### src/rtl/mfrc522_spi_master_if.sv
// Command/response handshake between the SoC glue and the MFRC522 SPI master.
// master = SoC side issuing commands, slave = the SPI engine serving them.
interface mfrc522_spi_master_if;
   logic       cmd_valid;
   logic       cmd_ready;
   logic       cmd_rw;
   logic [6:0] cmd_addr;
   logic [7:0] cmd_wdata;
   logic       rsp_valid;
   logic [7:0] rsp_rdata;
   logic       busy;

   modport master (
      output cmd_valid, cmd_rw, cmd_addr, cmd_wdata,
      input  cmd_ready, rsp_valid, rsp_rdata, busy
   );

   modport slave (
      input  cmd_valid, cmd_rw, cmd_addr, cmd_wdata,
      output cmd_ready, rsp_valid, rsp_rdata, busy
   );
endinterface

### src/rtl/mfrc522_spi_master.sv
// SPI mode 0 master issuing one 16-bit {rw,addr,data} frame per command to an MFRC522.
// All outputs are registered; one down-counter times every phase.
//
// state | meaning
// IDLE  | cmd_ready high, waiting for a command
// SETUP | cs_n low, first bit on mosi, waiting one half-period before first rise
// SHIFT | 16 sck pulses; mosi moves on falls, miso sampled on rises 9-16
// HOLD  | one half-period after last fall before cs_n is released
// GAP   | cs_n high for CS_GAP cycles before the next command may be taken
module mfrc522_spi_master #(
   parameter int CLK_DIV = 4,
   parameter int CS_GAP  = 4
) (
   input  logic                       clk,
   input  logic                       rst,
   mfrc522_spi_master_if.slave        bus,
   output logic                       cs_n,
   output logic                       sck,
   output logic                       mosi,
   input  logic                       miso
);
   localparam int CNT_MAX = (CLK_DIV > CS_GAP) ? CLK_DIV : CS_GAP;
   localparam int CNT_W   = $clog2(CNT_MAX) + 1;
   localparam logic [CNT_W-1:0] HALF_LOAD = CNT_W'(CLK_DIV - 1);
   localparam logic [CNT_W-1:0] GAP_LOAD  = CNT_W'(CS_GAP - 1);
   localparam logic [CNT_W-1:0] CNT_ONE   = CNT_W'(1);

   typedef enum logic [2:0] {IDLE, SETUP, SHIFT, HOLD, GAP} state_t;

   state_t           state;
   logic [CNT_W-1:0] cnt;
   logic [3:0]       bit_cnt;
   logic [15:0]      tx_sr;
   logic [7:0]       rx_sr;
   logic             rw_q;

   always_ff @(posedge clk) begin
      if (rst) begin
         state         <= IDLE;
         cnt           <= '0;
         bit_cnt       <= '0;
         tx_sr         <= '0;
         rx_sr         <= '0;
         rw_q          <= 1'b0;
         cs_n          <= 1'b1;
         sck           <= 1'b0;
         mosi          <= 1'b0;
         bus.cmd_ready <= 1'b1;
         bus.busy      <= 1'b0;
         bus.rsp_valid <= 1'b0;
         bus.rsp_rdata <= 8'h00;
      end else begin
         bus.rsp_valid <= 1'b0;
         case (state)
            IDLE: begin
               if (bus.cmd_valid && bus.cmd_ready) begin
                  rw_q          <= bus.cmd_rw;
                  mosi          <= bus.cmd_rw;
                  tx_sr         <= {bus.cmd_addr, (bus.cmd_rw ? 8'h00 : bus.cmd_wdata), 1'b0};
                  bit_cnt       <= '0;
                  cnt           <= HALF_LOAD;
                  cs_n          <= 1'b0;
                  bus.cmd_ready <= 1'b0;
                  bus.busy      <= 1'b1;
                  state         <= SETUP;
               end
            end
            SETUP: begin
               if (cnt != '0) begin
                  cnt <= cnt - CNT_ONE;
               end else begin
                  // first rise: its miso sample belongs to the address byte and is dropped
                  sck   <= 1'b1;
                  cnt   <= HALF_LOAD;
                  state <= SHIFT;
               end
            end
            SHIFT: begin
               if (cnt != '0) begin
                  cnt <= cnt - CNT_ONE;
               end else begin
                  cnt <= HALF_LOAD;
                  if (!sck) begin
                     sck <= 1'b1;
                     if (bit_cnt[3]) rx_sr <= {rx_sr[6:0], miso};
                  end else begin
                     // zeros shifted into tx_sr leave mosi low after the 16th fall
                     sck     <= 1'b0;
                     mosi    <= tx_sr[15];
                     tx_sr   <= {tx_sr[14:0], 1'b0};
                     bit_cnt <= bit_cnt + 4'd1;
                     if (bit_cnt == 4'd15) state <= HOLD;
                  end
               end
            end
            HOLD: begin
               if (cnt != '0) begin
                  cnt <= cnt - CNT_ONE;
               end else begin
                  cs_n          <= 1'b1;
                  bus.rsp_valid <= 1'b1;
                  bus.rsp_rdata <= rw_q ? rx_sr : 8'h00;
                  cnt           <= GAP_LOAD;
                  state         <= GAP;
               end
            end
            GAP: begin
               if (cnt != '0) begin
                  cnt <= cnt - CNT_ONE;
               end else begin
                  bus.cmd_ready <= 1'b1;
                  bus.busy      <= 1'b0;
                  state         <= IDLE;
               end
            end
            default: state <= IDLE;
         endcase
      end
   end
endmodule
### src/flat_wrapper.sv
// flat-port wrapper written by rule: the top's interface ports become plain ports
module mfrc522_spi_master_flat 
#(
   parameter int CLK_DIV = 4,
   parameter int CS_GAP  = 4
)
  (clk, rst, cs_n, sck, mosi, miso, bus_cmd_valid, bus_cmd_rw, bus_cmd_addr, bus_cmd_wdata, bus_cmd_ready, bus_rsp_valid, bus_rsp_rdata, bus_busy);
  mfrc522_spi_master_if bus_i ();
  input  logic clk;
  input  logic rst;
  output logic cs_n;
  output logic sck;
  output logic mosi;
  input  logic miso;
  input wire logic [$bits(bus_i.cmd_valid)-1:0] bus_cmd_valid;
  input wire logic [$bits(bus_i.cmd_rw)-1:0] bus_cmd_rw;
  input wire logic [$bits(bus_i.cmd_addr)-1:0] bus_cmd_addr;
  input wire logic [$bits(bus_i.cmd_wdata)-1:0] bus_cmd_wdata;
  output wire logic [$bits(bus_i.cmd_ready)-1:0] bus_cmd_ready;
  output wire logic [$bits(bus_i.rsp_valid)-1:0] bus_rsp_valid;
  output wire logic [$bits(bus_i.rsp_rdata)-1:0] bus_rsp_rdata;
  output wire logic [$bits(bus_i.busy)-1:0] bus_busy;
  assign bus_i.cmd_valid = bus_cmd_valid;
  assign bus_i.cmd_rw = bus_cmd_rw;
  assign bus_i.cmd_addr = bus_cmd_addr;
  assign bus_i.cmd_wdata = bus_cmd_wdata;
  assign bus_cmd_ready = bus_i.cmd_ready;
  assign bus_rsp_valid = bus_i.rsp_valid;
  assign bus_rsp_rdata = bus_i.rsp_rdata;
  assign bus_busy = bus_i.busy;
  mfrc522_spi_master #(.CLK_DIV(CLK_DIV), .CS_GAP(CS_GAP)) u_core (.clk(clk), .rst(rst), .bus(bus_i), .cs_n(cs_n), .sck(sck), .mosi(mosi), .miso(miso));
endmodule
### config.mk
export PLATFORM = sky130hd
export DESIGN_NAME = mfrc522_spi_master_flat
export DESIGN_NICKNAME = d
export VERILOG_FILES = /design/src/rtl/mfrc522_spi_master_if.sv /design/src/rtl/mfrc522_spi_master.sv /design/src/flat_wrapper.sv
export SDC_FILE = /design/constraint.sdc
export NUM_CORES = 1
export LEC_CHECK = 0
export CORE_MARGIN = 10
export CORE_UTILIZATION = 45
export DETAILED_ROUTE_END_ITERATION = 12
export GPL_ROUTABILITY_DRIVEN = 0
export PLACE_DENSITY = 0.69
export SETUP_SLACK_MARGIN = 0.2
export SYNTH_ARGS = -nofsm -noshare
export SYNTH_HDL_FRONTEND = slang
export SYNTH_SLANG_ARGS = --single-unit
export TNS_END_PERCENT = 20
### constraint.sdc
create_clock -name clk -period 2.2 [get_ports clk]
set_clock_uncertainty 0.05 [all_clocks]
set_input_delay 0.44 -clock clk [delete_from_list [all_inputs] [get_ports clk]]
set_output_delay 0.44 -clock clk [all_outputs]
set_load 0.01 [all_outputs]
==> results.ini <==
[critical_path]
worstSetupPathType=register to output pin
critPathCaptureType=output pin
cp_cell_sequence=clkdlybuf4s50_1
buffers_inverters_on_critical_path=1
regToRegStartpoint=u_core.cnt[0]
start_kind=register
crit_slowest_cell=sky130_fd_sc_hd__clkdlybuf4s50_1
largest_incremental_delay_on_the_critical_path_ps=580
worst-endpoint-required_ps=1710
path_delay_family=buffers and inverters
critical_path_arrival_ps=1320
timing.critical_path.from=u_core.sck
critPathMaxFanout=7

[timing]
setup_tns_ps=0
postLayoutSetupSlackWorst_ps=386
finalHoldWorstSlack_ps=404
layout_worst_path_cycle_share_pct=82.5
grt_setup_unrepaired=false
finalHoldViolCount=0
finalSetupViolations=0
final_period_minus_worst_setup_slack_ps=1810
fmaxAchievable_mhz=551
worst_pin_slew_ps=625
timing.final.max_slew_violations=0
timing.max_slew.rel_slack_pct=58.1

[clock_tree]
root_buffer=sky130_fd_sc_hd__clkbuf_8
postCtsResizedCells=0
cts.clk_slew.worst_paths_ps=90
cts.sinks=48
clockBufferDepth=2
numCtsBuffers=5
cts_tree=done
clk-insertion-delay-late_ps=300
postCtsSetupRepairBufs=0
cts_hold_repair.buffers=0
h-tree-depth=2

[power_and_ir_drop]
leakagePower_nw=0.994
power.ir.vdd_worst_uv=540
total_power_draw_mw=2.20
pwr_density_cell_nw_per_um2=833

[global_routing]
grt_pass1_vias=1615
global_route.overflow_total=0
grt_first_pass_wirelength_um=7360
grt_max_degree=50
antenna_violations_before_repair=0
total_global_route_track_usage_pct=11.4

[finish]
fillCellCount=398
layout_area_growth_over_synthesis_pct=24.0
antenna_cells_inserted=0
design_area_um2=2640
fraction_of_layout_instances_using_a_drive_strength_above_1_pct=8.27
num-nets-final=288

[logic_synthesis]
average_cell_area_after_synthesis_um2=9.06
synth_simple_gate_area_share_pct=23.0
post-synth-top-area-fraction_pct=45.1
synth.distinct_cells=44
share_of_cell_area_taken_by_muxes_after_synthesis_pct=8.99
combinational_family_with_the_most_area_after_synthesis=simple AND/OR/NAND/NOR gates
synth-seq-cells=48
synth_top_flop_cell=sky130_fd_sc_hd__dfxtp_1
netlist.top_cell.by_area=sky130_fd_sc_hd__dfxtp_1
synth_edf_count=0
seq_area_frac_synth_pct=45.1
ys.warnings.count=0
netlist_area_um2=2130
post_synth_main_area_contributors=sky130_fd_sc_hd__dfxtp_1, sky130_fd_sc_hd__mux2i_1, sky130_fd_sc_hd__a211oi_1
synth_fa_ha_area_share_pct=1.76
complex_gate_fraction_of_the_synthesized_area_pct=15.3
syn-num-nets=258
synth-async-reset-ratio_pct=0
cell_count_after_synthesis=235
synth_xor_area_share_pct=0.823

[placed_design]
dp_slack_ps=178
dp.final_hpwl_um=3010
buffer_ports.inserted=33
post_dp_cell_area_um2=2520

[floorplanning]
die_area_um2=7880
initial_core_util_pct=47.6
die_y_um=88.8
core-area_um2=4470
dieWidth_um=88.8
top_level_ports=34
fp-row-count=24

[hold_path]
worstHoldPathType=register to register
hold_start=u_core.bus.rsp_rdata[3]

[flow_run]
max_cap_violations=0

[detailed_routing]
detailedRoute.firstPassIterationCount=4
first_iter_violations=79
via_count=1694
route.detailed.vias_per_inst=5.33
wirelength_um=4310
avgRoutedWirePerCell_um=13.5
remaining_drc_errors=0
drtAntennaViolNets=0

[outcome]
result_of_the_run=finished, final reports clean

-- final cells by class --
cell class	instances	area, µm²	area share [%]
sequential	48	961	36.4
clock inverter	3	47.5	1.80
clock buffer	5	68.8	2.61
inverter	4	15.0	0.568
tap	52	65.1	2.46
multi-input combinational	166	1060	40.3
timing repair buffer	40	420	15.9
-- cell usage in the layout, fill, tap and decap left out, types with 3 or more instances in the layout --
cell and instances:
sky130_fd_sc_hd__ha_1 3, sky130_fd_sc_hd__nor3b_1 7, sky130_fd_sc_hd__clkbuf_8 5, sky130_fd_sc_hd__nor2_1 33, sky130_fd_sc_hd__mux2i_1 18, sky130_fd_sc_hd__inv_1 4, sky130_fd_sc_hd__nand2_1 16, sky130_fd_sc_hd__nor3_1 5
sky130_fd_sc_hd__buf_12 3, sky130_fd_sc_hd__dfxtp_1 48, sky130_fd_sc_hd__buf_4 4, sky130_fd_sc_hd__clkdlybuf4s50_1 33, sky130_fd_sc_hd__nand3_1 12, sky130_fd_sc_hd__a21oi_1 21, sky130_fd_sc_hd__a211oi_1 20
-- per-stage QoR --
| step | util (%) | instances |
|---|---|---|
| 2_1_floorplan | - | 235 |
| 3_3_place_gp | 56.4 | 310 |
| 3_5_place_dp | 56.4 | 310 |
| 4_1_cts | 59.0 | 318 |
| 5_1_grt | 59.0 | 318 |
| 6_report | 59.0 | 318 |
-- where the power goes --
part,leakage [nW],switching (mW),internal (mW)
registers,0.392,0.0779,0.957
clock network,0.0583,0.298,0.342
logic,0.544,0.267,0.259
-- flip-flops by register name (all words and copies together) (netlist names), 3 cells and up --
signal                cells
u_core.bus.rsp_rdata      8
u_core.cnt                3
u_core.rx_sr              8
u_core.tx_sr             15
u_core.state              3
u_core.bit_cnt            4
-- kinds of logic (layout without fill, tap and decap cells) --
group | Yosys count | after routing
AND/OR/NAND/NOR | 92 | 92
AO/OA/AOI/OAI | 50 | 50
flip-flops | 48 | 48
buffers and inverters | 21 | 52
multiplexers | 19 | 19
adder cells (fa/ha/maj) | 3 | 3
XOR/XNOR | 2 | 2
-- per-layer routing --
metal  share of wire, %  track usage, %  vias to the layer above  wire length [µm]
li1                   -               -                      897                 -
met1                 48            14.0                      764              2080
met2                 45            18.5                       26              1960
met3                4.8            3.03                        7               208
met4                1.4            4.41                        0                59
met5                  0               0                        -                 0
-- worst paths after layout --
path                            slack, ps                      end  cells past startpoint
worst max-delay path                  390                      sck                      1
worst min-delay path                  400  u_core.bus.rsp_rdata[3]                      2
worst max register to register        450  u_core.bus.rsp_rdata[7]                      6
worst min register to register        400  u_core.bus.rsp_rdata[3]                      2
-- synth_stat cells (2+ instances only) --
| master | instances |
|---|---|
| sky130_fd_sc_hd__ha_1 | 3 |
| sky130_fd_sc_hd__dfxtp_1 | 48 |
| sky130_fd_sc_hd__buf_2 | 6 |
| sky130_fd_sc_hd__xor2_1 | 2 |
| sky130_fd_sc_hd__a21oi_1 | 21 |
| sky130_fd_sc_hd__nor3_1 | 5 |
| sky130_fd_sc_hd__nand3_1 | 12 |
| sky130_fd_sc_hd__clkbuf_1 | 7 |
| sky130_fd_sc_hd__nor2_1 | 33 |
| sky130_fd_sc_hd__o21bai_1 | 2 |
| sky130_fd_sc_hd__inv_1 | 4 |
| sky130_fd_sc_hd__buf_6 | 2 |
| sky130_fd_sc_hd__nor4_1 | 2 |
| sky130_fd_sc_hd__nand2_1 | 16 |
| sky130_fd_sc_hd__nor3b_1 | 7 |
| sky130_fd_sc_hd__mux2i_1 | 18 |
| sky130_fd_sc_hd__a211oi_1 | 20 |
Note: power is estimated with default switching activity, not from simulation.
